===== src/rtl/maxnet_pkg.sv =====
// Shared types and helpers for the fixed-point Maxnet winner-take-all core.
// Holds the FSM state enum, the result bundle and saturate/relu helpers.
package maxnet_pkg;

  localparam int VAL_MAXW = 32;
  localparam int IDX_MAXW = 8;

  typedef enum logic [2:0] {
    S_IDLE,
    S_LOAD,
    S_CHECK,
    S_UPDATE,
    S_DONE
  } state_e;

  typedef struct packed {
    logic                winner_valid;
    logic                timeout;
    logic                overflow;
    logic [IDX_MAXW-1:0] idx;
    logic [VAL_MAXW-1:0] value;
  } res_t;

  typedef struct packed {
    logic               ovf;
    logic signed [63:0] val;
  } sat_t;

  // a+b clamped to a signed w-bit range
  function automatic sat_t sat_add(
    input logic signed [63:0] a,
    input logic signed [63:0] b,
    input int                 w
  );
    logic signed [63:0] s;
    logic signed [63:0] hi;
    logic signed [63:0] lo;
    sat_t               r;
    s     = a + b;
    hi    = (64'sd1 <<< (w - 1)) - 64'sd1;
    lo    = -hi - 64'sd1;
    r.ovf = 1'b0;
    r.val = s;
    if (s > hi) begin
      r.ovf = 1'b1;
      r.val = hi;
    end else if (s < lo) begin
      r.ovf = 1'b1;
      r.val = lo;
    end
    return r;
  endfunction

  function automatic logic signed [63:0] relu(
    input logic signed [63:0] x
  );
    return x[63] ? 64'sd0 : x;
  endfunction

endpackage


===== src/rtl/maxnet_mac.sv =====
// Combinational Maxnet update: v = relu(sat(a + ((eps*(S-a)) >>> FRAC))).
// Ports: a_i, eps_i, s_i in; v_o, ovf_o out. MAXNET_ROUND_EN: round half up.
module maxnet_mac
  import maxnet_pkg::*;
#(
  parameter int WIDTH = 16,
  parameter int FRAC  = 12,
  parameter int SW    = 19
) (
  input  logic signed [WIDTH-1:0] a_i,
  input  logic signed [WIDTH-1:0] eps_i,
  input  logic signed [SW-1:0]    s_i,
  output logic signed [WIDTH-1:0] v_o,
  output logic                    ovf_o
);

  localparam int DW = SW + 1;
  localparam int PW = WIDTH + DW + 1;

  logic signed [DW-1:0] d;
  logic signed [PW-1:0] prod;
  logic signed [PW-1:0] pr;
  logic signed [PW-1:0] p;
  sat_t                 sr;
  logic signed [63:0]   r;

  always_comb begin
    d    = DW'(s_i) - DW'(a_i);
    prod = PW'(eps_i) * PW'(d);
`ifdef MAXNET_ROUND_EN
    pr   = prod + (PW'(1) <<< (FRAC - 1));
`else
    pr   = prod;
`endif
    p     = pr >>> FRAC;
    sr    = sat_add(64'(a_i), 64'(p), WIDTH);
    r     = relu($signed(sr.val));
    v_o   = WIDTH'(r);
    ovf_o = sr.ovf;
  end

endmodule


===== src/rtl/maxnet_fx.sv =====
// Fixed-point Maxnet: serial load, one MAC iterating until one winner/limit.
// Ports: clk,rst,start,eps,in_* in; busy,finish,flags,winner_*,out out. MAXNET_ROUND_EN.
module maxnet_fx
  import maxnet_pkg::*;
#(
  parameter int N        = 4,
  parameter int WIDTH    = 16,
  parameter int FRAC     = 12,
  parameter int MAX_ITER = 64,
  localparam int IDXW    = $clog2(N)
) (
  input  logic             clk,
  input  logic             rst,
  input  logic             start,
  input  logic [WIDTH-1:0] eps,
  input  logic [WIDTH-1:0] in_data,
  input  logic             in_valid,
  output logic             in_ready,
  output logic             busy,
  output logic             finish,
  output logic             overflow,
  output logic             timeout,
  output logic             winner_valid,
  output logic [IDXW-1:0]  winner_idx,
  output logic [WIDTH-1:0] out
);

  localparam int SW  = WIDTH + IDXW + 1;
  localparam int CW  = IDXW + 1;
  localparam int ITW = $clog2(MAX_ITER + 1);

  state_e state_q, state_d;
  res_t   res_q, res_d;
  logic   fin_q, fin_d;

  logic signed [WIDTH-1:0] eps_q, eps_d;
  logic signed [SW-1:0]    sum_q, sum_d;
  logic signed [SW-1:0]    s_q, s_d;
  logic [CW-1:0]           pos_q, pos_d;
  logic [IDXW-1:0]         k_q, k_d;
  logic [IDXW-1:0]         widx_q, widx_d;
  logic [ITW-1:0]          it_q, it_d;

  logic signed [WIDTH-1:0] a_q [N];
  logic signed [WIDTH-1:0] din;
  logic signed [WIDTH-1:0] wdata;
  logic signed [WIDTH-1:0] v_new;
  logic                    ovf_new;
  logic                    we;
  logic                    wpos;
  logic                    last;

  assign din = in_data;

  maxnet_mac #(
    .WIDTH(WIDTH),
    .FRAC (FRAC),
    .SW   (SW)
  ) u_mac (
    .a_i  (a_q[k_q]),
    .eps_i(eps_q),
    .s_i  (s_q),
    .v_o  (v_new),
    .ovf_o(ovf_new)
  );

  always_comb begin
    state_d = state_q;
    res_d   = res_q;
    fin_d   = 1'b0;
    eps_d   = eps_q;
    sum_d   = sum_q;
    s_d     = s_q;
    pos_d   = pos_q;
    k_d     = k_q;
    widx_d  = widx_q;
    it_d    = it_q;
    we      = 1'b0;
    wdata   = v_new;
    last    = (k_q == IDXW'(N - 1));
    unique case (state_q)
      S_IDLE: begin
        if (start) begin
          state_d = S_LOAD;
          eps_d   = eps;
          res_d   = '0;
          it_d    = '0;
          sum_d   = '0;
          pos_d   = '0;
          k_d     = '0;
        end
      end
      S_LOAD: begin
        if (in_valid) begin
          we    = 1'b1;
          wdata = din;
          k_d   = last ? '0 : k_q + IDXW'(1);
          if (last) state_d = S_CHECK;
        end
      end
      S_CHECK: begin
        if (pos_q == CW'(1)) begin
          state_d            = S_DONE;
          res_d.winner_valid = 1'b1;
        end else if (pos_q == '0) begin
          state_d = S_DONE;
        end else if (it_q == ITW'(MAX_ITER)) begin
          state_d       = S_DONE;
          res_d.timeout = 1'b1;
        end else begin
          state_d = S_UPDATE;
          s_d     = sum_q;
          sum_d   = '0;
          pos_d   = '0;
          k_d     = '0;
        end
      end
      S_UPDATE: begin
        we = 1'b1;
        if (ovf_new) res_d.overflow = 1'b1;
        k_d = last ? '0 : k_q + IDXW'(1);
        if (last) begin
          state_d = S_CHECK;
          it_d    = it_q + ITW'(1);
        end
      end
      S_DONE: begin
        fin_d   = 1'b1;
        state_d = S_IDLE;
        if (res_q.winner_valid) begin
          res_d.idx   = IDX_MAXW'(widx_q);
          res_d.value = VAL_MAXW'(a_q[widx_q]);
        end
      end
      default: state_d = S_IDLE;
    endcase
    // every written value feeds the next CHECK; the last positive
    // index seen is the winner when exactly one survives
    wpos = we && !wdata[WIDTH-1] && (wdata != '0);
    if (we) sum_d = sum_q + SW'(wdata);
    if (wpos) begin
      pos_d  = pos_q + CW'(1);
      widx_d = k_q;
    end
  end

  always_ff @(posedge clk) begin
    if (rst) begin
      state_q <= S_IDLE;
      res_q   <= '0;
      fin_q   <= 1'b0;
      eps_q   <= '0;
      sum_q   <= '0;
      s_q     <= '0;
      pos_q   <= '0;
      k_q     <= '0;
      widx_q  <= '0;
      it_q    <= '0;
    end else begin
      state_q <= state_d;
      res_q   <= res_d;
      fin_q   <= fin_d;
      eps_q   <= eps_d;
      sum_q   <= sum_d;
      s_q     <= s_d;
      pos_q   <= pos_d;
      k_q     <= k_d;
      widx_q  <= widx_d;
      it_q    <= it_d;
    end
  end

  always_ff @(posedge clk) begin
    if (we) a_q[k_q] <= wdata;
  end

  assign in_ready     = (state_q == S_LOAD);
  assign busy         = (state_q != S_IDLE);
  assign finish       = fin_q;
  assign overflow     = res_q.overflow;
  assign timeout      = res_q.timeout;
  assign winner_valid = res_q.winner_valid;
  assign winner_idx   = IDXW'(res_q.idx);
  assign out          = WIDTH'(res_q.value);

endmodule


===== config.mk =====
export PLATFORM = sky130hd
export DESIGN_NAME = maxnet_fx
export DESIGN_NICKNAME = d
export VERILOG_FILES = /design/src/rtl/maxnet_pkg.sv /design/src/rtl/maxnet_mac.sv /design/src/rtl/maxnet_fx.sv
export SDC_FILE = /design/constraint.sdc
export NUM_CORES = 1
export LEC_CHECK = 0
export BUFFER_PORTS_ARGS = -buffer_cell sky130_fd_sc_hd__buf_2
export CAP_MARGIN = 20
export CORE_UTILIZATION = 59
export DETAILED_ROUTE_END_ITERATION = 10
export GPL_TIMING_DRIVEN = 0
export PLACE_DENSITY = 0.79
export SETUP_SLACK_MARGIN = 0.05
export SLEW_MARGIN = 20
export SYNTH_ARGS = -nofsm -noshare
export SYNTH_HDL_FRONTEND = slang
export SYNTH_SLANG_ARGS = --single-unit

===== constraint.sdc =====
create_clock -name clk -period 16 [get_ports clk]
set_input_delay 4.8 -clock clk [delete_from_list [all_inputs] [get_ports clk]]
set_output_delay 4.8 -clock clk [all_outputs]
set_load 0.03 [all_outputs]

==> results.yml, run 1 <==
status:
  status: "completed"
placed_design:
  place.gp.congestion: 0.975
  port_buffers: 58
  dp_hpwl_mm: 46.4
synthesis:
  yosys.area.top_type: "fa_1"
  syn_area_per_cell_um2: 9.38
  seq_area_frac_synth_pct: 18.3
  ys.warnings.count: 0
  synthesis.area_mm2: 0.0211
  synthCells: 2254
  async_flop_share_pct: 0
  netlist.area_leader.share_pct: 30.3
  synthesis.nets: 2769
  synth_enable_flop_cells: 64
  synthDistinctLibCells: 89
  synth_ff_type: "dfxtp_1"
  synth_area_leaders: "fa_1 (30%), ha_1 (9.4%), dfxtp_1 (9.2%)"
  synth-seq-cells: 161
clock_tree:
  cts-root-buf: "clkbuf_16"
  clk_pin_slew_ns: 0.08
  clockBufferDepth: 2
  cts_hold_buf: 0
  cts_buffers: 17
  cts_sinks: 161
  insertion_delay_ns: 0.44
  htree_levels: 4
  cts_tree: "yes"
critical_path:
  critPathKind: "reg2reg"
  cpMostUsedCell: "fa_1"
  slowest_stage: "mux4_2"
  start_kind: "flop"
  crit_arrival_ns: 15.72
  cp-end-kind: "flop"
  cpPeakStageDelay_ns: 0.58
  required_ns: 16.31
  cp_max_fo: 10
final_layout:
  layout.nets: 2873
  multi_input_area_mm2: 0.0155
  seq_area_mm2: 0.00387
  diodes: 0
  fin_util_pct: 66.4
  drive_gt1_share_pct: 10.2
  areaGrowthSynthToFinish_pct: 9.56
  fill_cells: 2696
routing:
  first_pass_iters: 6
  ant_nets: 0
  drt_iter0_drc: 1615
  post_drt_wl_per_cell_um: 20.2
  vias: 16423
  wl_mm: 57.0
  vias_per_cell: 5.81
  drt_drc_violations_left: 0
global_routing:
  track_usage_pct: 33.1
  antenna_found_initial: 0
  grt_pass1_wl_mm: 91.6
  grt_pass1_vias: 17033
  grt_max_degree: 18
  grt-ovfl-total: 0
floorplan:
  initial_core_util_pct: 60.6
  die-area_mm2: 0.0366
  die_x_um: 191
  pin_count: 60
  core_mm2: 0.0349
  rows: 68
  die_y_um: 191
timing:
  worst_slew_margin_rel_pct: 30.6
  min_period_over_period_pct: 96.3
  hold_violations: 0
  worst_pin_slew_ns: 1.03
  fin_worst_skew_ns: 0.0210
  finalHoldWorstSlack_ns: 0.490
  layout_min_cycle_time_ns: 15.41
  fmax_mhz: 64.9
  setup_violations: 0
  slew_viol_final: 0
min_path:
  hold_path_class: "reg2reg"
job:
  max_cap_viol_count: 0
## final cells by class
| class | instances | share of cell area [%] |
|---|---|---|
| clock buffers | 20 | 2.02 |
| well taps | 455 | 2.46 |
| clock inverters | 12 | 0.691 |
| repair buffers | 87 | 2.28 |
| inverters | 421 | 6.84 |
| multi-input cells | 1581 | 67.0 |
| flip-flops and latches | 161 | 16.7 |
| plain buffers | 89 | 2.03 |
## cells in the mapped netlist, types with 12 or more instances
| master | count |
|---|---|
| a21oi_1 | 72 |
| ha_1 | 159 |
| xnor2_1 | 54 |
| mux4_2 | 32 |
| or3_1 | 12 |
| xor2_1 | 20 |
| fa_1 | 320 |
| a21o_1 | 22 |
| and2_1 | 151 |
| mux2i_1 | 20 |
| o21ai_0 | 57 |
| nand3_1 | 19 |
| a22oi_1 | 35 |
| inv_1 | 420 |
| o21a_1 | 17 |
| nor3_1 | 24 |
| edfxtp_1 | 64 |
| nand2_1 | 224 |
| nor2_1 | 157 |
| nor2b_1 | 24 |
| clkbuf_1 | 79 |
| dfxtp_1 | 97 |
| nand2b_1 | 14 |
## layout by cell type (no fill, tap or decap), types with 5 or more instances in the layout
cell / synthesis / routed
inv_1: 420 / 419
fa_1: 320 / 320
nand2_1: 224 / 224
ha_1: 159 / 158
nor2_1: 157 / 153
and2_1: 151 / 151
dfxtp_1: 97 / 95
clkbuf_1: 79 / 67
a21oi_1: 72 / 67
edfxtp_1: 64 / 64
buf_2: 0 / 59
xnor2_1: 54 / 48
o21ai_0: 57 / 44
a22oi_1: 35 / 35
mux4_2: 32 / 32
buf_4: 0 / 27
nor2b_1: 24 / 24
nor3_1: 24 / 24
a21o_1: 22 / 22
xor2_1: 20 / 20
mux2i_1: 20 / 20
nand3_1: 19 / 19
clkbuf_16: 0 / 19
o21a_1: 17 / 17
nand2b_1: 14 / 14
or3_1: 12 / 12
o211ai_1: 11 / 11
a211oi_1: 11 / 10
o21ai_1: 0 / 8
and3_1: 8 / 8
nor4_1: 8 / 8
o21ai_2: 2 / 7
o21bai_1: 6 / 6
clkbuf_8: 5 / 6
a31oi_1: 7 / 6
a21oi_2: 2 / 5
buf_6: 1 / 5
buf_1: 6 / 5
inv_6: 0 / 5
## metal layers
metal | vias to the layer above | wire [um] | track usage (%)
met5 | - | 0 | 0
met4 | 0 | 2160 | 11.5
met3 | 157 | 5010 | 6.37
met2 | 783 | 27200 | 54.8
met1 | 8059 | 22600 | 43.3
li1 | 7424 | - | -
## sequential cells by signal (all words and copies together) (netlist names), named ones only
| signal | count |
|---|---|
| timeout | 1 |
| winner_idx | 2 |
| a_q | 64 |
| k_q | 2 |
| s_q | 19 |
| pos_q | 3 |
| it_q | 7 |
| sum_q | 19 |
| finish | 1 |
| widx_q | 2 |
| winner_valid | 1 |
| out | 16 |
| eps_q | 16 |
| state_q | 3 |
| overflow | 1 |
## through the flow
stage / area [um2] / std cells / setup TNS (ns) / setup slack, ns
final: 23200 / 2826 / 0 / 0.592
after floorplan: 21100 / 2254 / 0 / 0.489
after global placement: 22000 / 2767 / -24.57 / -2.29
after global routing: 23200 / 2826 / -0.0142 / -0.0142
after detailed placement: 22000 / 2768 / -28.91 / -2.56
after CTS: 22800 / 2803 / 0 / 0.0974
## path summary, 6_finish.rpt
check | startpoint | endpoint | slack [ns] | cells past startpoint
worst max-delay path | flop | sum_q[14]$_SDFFE_PP0P_ | 0.59 | 63
worst min-delay path | eps_q[12]$_SDFFE_PP0P_ | eps_q[12]$_SDFFE_PP0P_ | 0.49 | 2
worst max register to register | flop | sum_q[14]$_SDFFE_PP0P_ | 0.59 | 63
worst min register to register | eps_q[12]$_SDFFE_PP0P_ | eps_q[12]$_SDFFE_PP0P_ | 0.49 | 2
## worst max-delay path, delay by kind of cell (launching register included)
kind                     cells  cell delay, ns
multiplexers                 1            0.58
AO/OA/AOI/OAI               25            5.48
adder cells (fa/ha/maj)     11            4.39
buffers and inverters       10            1.17
flip-flops                   1            0.40
AND/OR/NAND/NOR             14            3.02
XOR/XNOR                     2            0.23
## cells by family after synthesis
group	share of synthesized area, %
AND/OR/NAND/NOR	15.7
flip-flops	18.3
buffers and inverters	9.36
adder cells (fa/ha/maj)	39.7
multiplexers	4.41
AO/OA/AOI/OAI	9.54
XOR/XNOR	3.06
## what timing repair did
item,4_1_cts,5_1_grt
buffers inserted,5,22
cloned,0,1
endpoints found under the setup margin,33,11
pin swaps,2,17
gates resized for setup,54,41
Power of run 1 is not shown: default switching activity piles up to over one toggle a cycle in this logic, so the estimate is an artifact.
==> run 2, diff against run 1 <==
--- a/config.mk
+++ b/config.mk
@@ -7,10 +7,10 @@
 export LEC_CHECK = 0
 export BUFFER_PORTS_ARGS = -buffer_cell sky130_fd_sc_hd__buf_2
 export CAP_MARGIN = 20
-export CORE_UTILIZATION = 59
+export CORE_UTILIZATION = 45
 export DETAILED_ROUTE_END_ITERATION = 10
 export GPL_TIMING_DRIVEN = 0
-export PLACE_DENSITY = 0.79
+export PLACE_DENSITY = 0.63
 export SETUP_SLACK_MARGIN = 0.05
 export SLEW_MARGIN = 20
 export SYNTH_ARGS = -nofsm -noshare
==> run 2 against run 1 <==
  * Via count shrank 2.3%
  * Wire length is essentially flat
  * First-iteration DRC count shrank 33%
  * Utilization shrank 16 points
  * Highest routed layer unchanged
  * Hold slack lost 0.024 ns
  * Cell area grew 0.49%
  * Flip-flop and latch count is the same
  * Fmax grew 0.87%
  * Final cell count grew 5.2%
  * Clock-buffer cell count shrank 3
  * Register-to-register slack gained 0.13 ns
==> results.yml, run 2 (synthesis gave the netlist of run 1 again) <==
critical_path:
  cpMostUsedCell: "fa_1"
  crit_arrival_ns: 15.59
  slowest_stage: "xor2_1"
  critPathKind: "reg2reg"
  cp-end-kind: "flop"
  reg2reg_to: "sum_q[14]$_SDFFE_PP0P_"
  required_ns: 16.31
  cpPeakStageDelay_ns: 0.74
  reg2reg_depth: 58
  start_kind: "flop"
  ff2ff_setup_slack_ns: 0.72
  cp_max_fo: 10
routing:
  vias_per_cell: 5.40
  first_pass_iters: 5
  drt_iter0_drc: 1074
  ant_nets: 0
  wl_mm: 57.0
  drt_drc_violations_left: 0
  post_drt_wl_per_cell_um: 19.2
  vias: 16045
placed_design:
  port_buffers: 58
  place.gp.congestion: 0.916
  place_area_mm2: 0.0222
  dp_hpwl_mm: 47.6
clock_tree:
  cts_tree: "yes"
  cts_hold_buf: 0
  clk_pin_slew_ns: 0.07
  htree_levels: 4
  insertion_delay_ns: 0.45
  cts-root-buf: "clkbuf_16"
  cts_buffers: 17
  cts_sinks: 161
  clockBufferDepth: 2
status:
  status: "completed"
timing:
  layout_min_cycle_time_ns: 15.28
  worst_pin_slew_ns: 1.07
  hold_violations: 0
  fmax_mhz: 65.5
  worst_slew_margin_rel_pct: 28.2
  slew_viol_final: 0
  setup_violations: 0
  fin_worst_skew_ns: 0.0153
  min_period_over_period_pct: 95.5
global_routing:
  grt_max_degree: 17
  met1_usage_pct: 34.8
  grt-ovfl-total: 0
  track_usage_pct: 25.3
  grt.busiest_layer: "met2"
  antenna_found_initial: 0
  grt_pass1_wl_mm: 92.4
  use_met2_pct: 41.1
  grt_util_met3_pct: 3.83
  grt_pass1_vias: 16604
final_layout:
  seq_area_mm2: 0.00387
  layout_commonest_cell: "inv_1"
  multi_input_area_mm2: 0.0155
  top_regs: "a_q: 64 flops, s_q: 19 flops, sum_q: 19 flops"
  final_cell_mix: "inv_1 (418), fa_1 (318), nand2_1 (224)"
  largest_reg_flops: 64
  layout.nets: 2868
  top_register: "a_q"
  stdcell_area_mm2: 0.0233
  fill_cells: 4329
  areaGrowthSynthToFinish_pct: 10.1
  diodes: 0
  fin_util_pct: 50.1
  drive_gt1_share_pct: 10.3
floorplan:
  die-area_mm2: 0.0479
  initial_core_util_pct: 45.5
  pin_count: 60
  core_mm2: 0.0465
  die_y_um: 219
  die_x_um: 219
  rows: 79
min_path:
  holdPathEnd: "timeout$_SDFFE_PP0P_"
  hold_path_class: "reg2reg"
  hp-start: "timeout$_SDFFE_PP0P_"
  holdPathStages: 2
job:
  max_cap_viol_count: 0
==> run 2: timing repair <==
item / CTS / global route
endpoints found under the setup margin: 50 / 13
pin swaps: 4 / 16
setup buffers: 8 / 15
hold endpoints to repair: 0 / 0
gates resized for setup: 54 / 45
==> run 2: how the worst max path moves through the flow <==
stage / startpoint / end
2_1_floorplan: flop / sum_q[14]$_SDFFE_PP0P_
3_3_place_gp: flop / sum_q[16]$_SDFFE_PP0P_
3_5_place_dp: flop / sum_q[16]$_SDFFE_PP0P_
4_1_cts: flop / sum_q[14]$_SDFFE_PP0P_
5_1_grt: flop / sum_q[14]$_SDFFE_PP0P_
6_report: flop / sum_q[14]$_SDFFE_PP0P_
==> run 2: worst max-delay path: cells and delay by family, from the launching register on <==
kind	cells	cell delay [ns]
AO/OA/AOI/OAI	18	3.94
XOR/XNOR	2	0.92
adder cells (fa/ha/maj)	11	4.38
buffers and inverters	10	1.53
flip-flops	1	0.42
multiplexers	1	0.59
AND/OR/NAND/NOR	16	3.33
==> run 2: area by class of cell <==
class / instances / share of cell area, %
multi-input combinational: 1581 / 66.7
sequential: 161 / 16.6
inverter: 421 / 6.80
tap: 607 / 3.26
timing repair buffer: 82 / 2.05
buffer: 89 / 2.05
clock buffer: 17 / 1.83
clock inverter: 15 / 0.677
==> run 2: per-stage QoR <==
stage / setup TNS [ns] / hold WS (ns) / cells / setup WS, ns
global route: -0.0553 / 0.504 / 2973 / -0.0439
finish: 0 / 0.466 / 2973 / 0.725
floorplan: 0 / 0.444 / 2254 / 0.489
global placement: -26.45 / 0.446 / 2919 / -2.38
CTS: 0 / 0.469 / 2958 / 0.0868
detailed placement: -31.51 / 0.454 / 2920 / -2.74
==> run 2: routing by layer <==
layer  vias up  part of all wire (%)
li1       7417                     -
met1      8062                    44
met2       471                    47
met3        95                   5.8
met4         0                   3.1
met5         -                     0
Power of run 2 is left out for the same reason.
==> run 3, diff against run 2 <==
--- a/config.mk
+++ b/config.mk
@@ -7,6 +7,7 @@
 export LEC_CHECK = 0
 export BUFFER_PORTS_ARGS = -buffer_cell sky130_fd_sc_hd__buf_2
 export CAP_MARGIN = 20
+export CORE_ASPECT_RATIO = 1.5
 export CORE_UTILIZATION = 45
 export DETAILED_ROUTE_END_ITERATION = 10
 export GPL_TIMING_DRIVEN = 0
==> constraint.sdc (replaced) <==
create_clock -name clk -period 16 [get_ports clk]
set_input_delay 2.4 -clock clk [delete_from_list [all_inputs] [get_ports clk]]
set_output_delay 2.4 -clock clk [all_outputs]
set_load 0.03 [all_outputs]
==> run 3 against run 2 <==
  * Non-clock buffer count fell by 3
  * Sequential share of layout area is essentially flat
  * First-iteration DRC count shrank 18%
  * Utilization up 0.47 points
  * Critical path depth up 6
  * Final cell count down 0.74%
  * Die area about the same
  * Flip-flop and latch count stayed put
  * Cell area is essentially flat
  * Hold slack better by 0.0025 ns
  * Global-route usage increased by 1.1 points
  * Largest cell class unchanged
==> results.yml, run 3 (synthesis gave the netlist of run 1 again) <==
routing:
  wl_mm: 59.1
  first_pass_iters: 5
  post_drt_wl_per_cell_um: 20.0
  vias_per_cell: 5.47
  vias: 16128
  drt_drc_violations_left: 0
  drt_iter0_drc: 877
  ant_nets: 0
global_routing:
  grt_pass1_vias: 17373
  grt_pass1_wl_mm: 94.6
  grt_max_degree: 17
  track_usage_pct: 26.4
  grt-ovfl-total: 0
  antenna_found_initial: 0
job:
  max_cap_viol_count: 0
placed_design:
  dp_hpwl_mm: 49.1
  place.gp.congestion: 0.966
  place_area_mm2: 0.0222
  port_buffers: 58
  place_inst: 2901
clock_tree:
  clk_pin_slew_ns: 0.07
  htree_levels: 4
  insertion_delay_ns: 0.45
  cts_tree: "yes"
  cts_hold_buf: 0
  cts_sinks: 161
  cts-root-buf: "clkbuf_16"
  clockBufferDepth: 2
  cts_buffers: 17
critical_path:
  start_kind: "flop"
  crit_arrival_ns: 15.71
  cpPeakStageDelay_ns: 0.55
  worst-path-buf-inv: 9
  required_ns: 16.33
  critPathKind: "reg2reg"
  cp_top_family: "compound AO/OA/AOI/OAI gates"
  cpMostUsedCell: "fa_1"
  cp-end-kind: "flop"
  slowest_stage: "mux4_2"
  cp_max_fo: 10
final_layout:
  final_cells: 2951
  top_regs: "a_q: 64 flops, s_q: 19 flops, sum_q: 19 flops"
  stdcell_area_mm2: 0.0233
  drive_gt1_share_pct: 10.6
  layout.nets: 2865
  final_cell_mix: "inv_1 (417), fa_1 (319), nand2_1 (224)"
  top_register: "a_q"
  areaGrowthSynthToFinish_pct: 10.0
  largest_reg_flops: 64
  diodes: 0
  fin_util_pct: 50.6
  layout_commonest_cell: "inv_1"
floorplan:
  die_y_um: 268
  pin_count: 60
  core_mm2: 0.0460
  die_x_um: 179
  rows: 96
  initial_core_util_pct: 46.0
  die-area_mm2: 0.0479
timing:
  fmax_mhz: 65.0
  layout_min_cycle_time_ns: 15.38
  setup_violations: 0
  worst_pin_slew_ns: 1.06
  slew_viol_final: 0
  worst_slew_margin_rel_pct: 28.6
  hold_violations: 0
  fin_worst_skew_ns: 0.0124
  setup_tns_ns: 0
  min_period_over_period_pct: 96.1
min_path:
  hold_path_class: "reg2reg"
status:
  status: "completed"
run 3: worst paths after layout:
| check | slack [ns] | to | cells after the start | start |
|---|---|---|---|---|
| hold / removal | 0.47 | timeout$_SDFFE_PP0P_ | 2 | timeout$_SDFFE_PP0P_ |
| setup reg to reg | 0.62 | sum_q[14]$_SDFFE_PP0P_ | 64 | flop |
| setup / recovery | 0.62 | sum_q[14]$_SDFFE_PP0P_ | 64 | flop |
| hold reg to reg | 0.47 | timeout$_SDFFE_PP0P_ | 2 | timeout$_SDFFE_PP0P_ |
run 3: layout make-up:
type / instances / area (um2)
multi-input cells: 1581 / 15600
plain buffers: 89 / 479
clock inverters: 14 / 119
repair buffers: 79 / 455
fillers: 4236 / 22700
clock buffers: 18 / 439
flip-flops and latches: 161 / 3870
inverters: 421 / 1590
well taps: 588 / 736
run 3: per-layer routing:
metal	routed length (um)	share of wire, %	track usage, %
met3	2210	3.7	3.04
met5	0	0	0
met2	31500	53	48.2
met4	4000	6.8	15.8
met1	21500	36	28.9
run 3: repair_timing:
action / in CTS / in global routing
setup endpoints to repair: 75 / 11
buffers inserted: 10 / 10
resized for setup: 66 / 51
pin swaps: 8 / 22
run 3: tightest hold or removal path: stages (launching register included):
cell	delay, ns
dfxtp_1	0.33
a21oi_1	0.04
nor2_1	0.07
run 3: per-stage QoR:
stage | worst slack (ns) | hold WS [ns]
after floorplan | 0.489 | 0.444
after global placement | -3.31 | 0.450
after detailed placement | -3.33 | 0.457
after CTS | 0.0938 | 0.473
after global routing | -0.0495 | 0.493
final | 0.625 | 0.468
Power of run 3 is left out for the same reason.
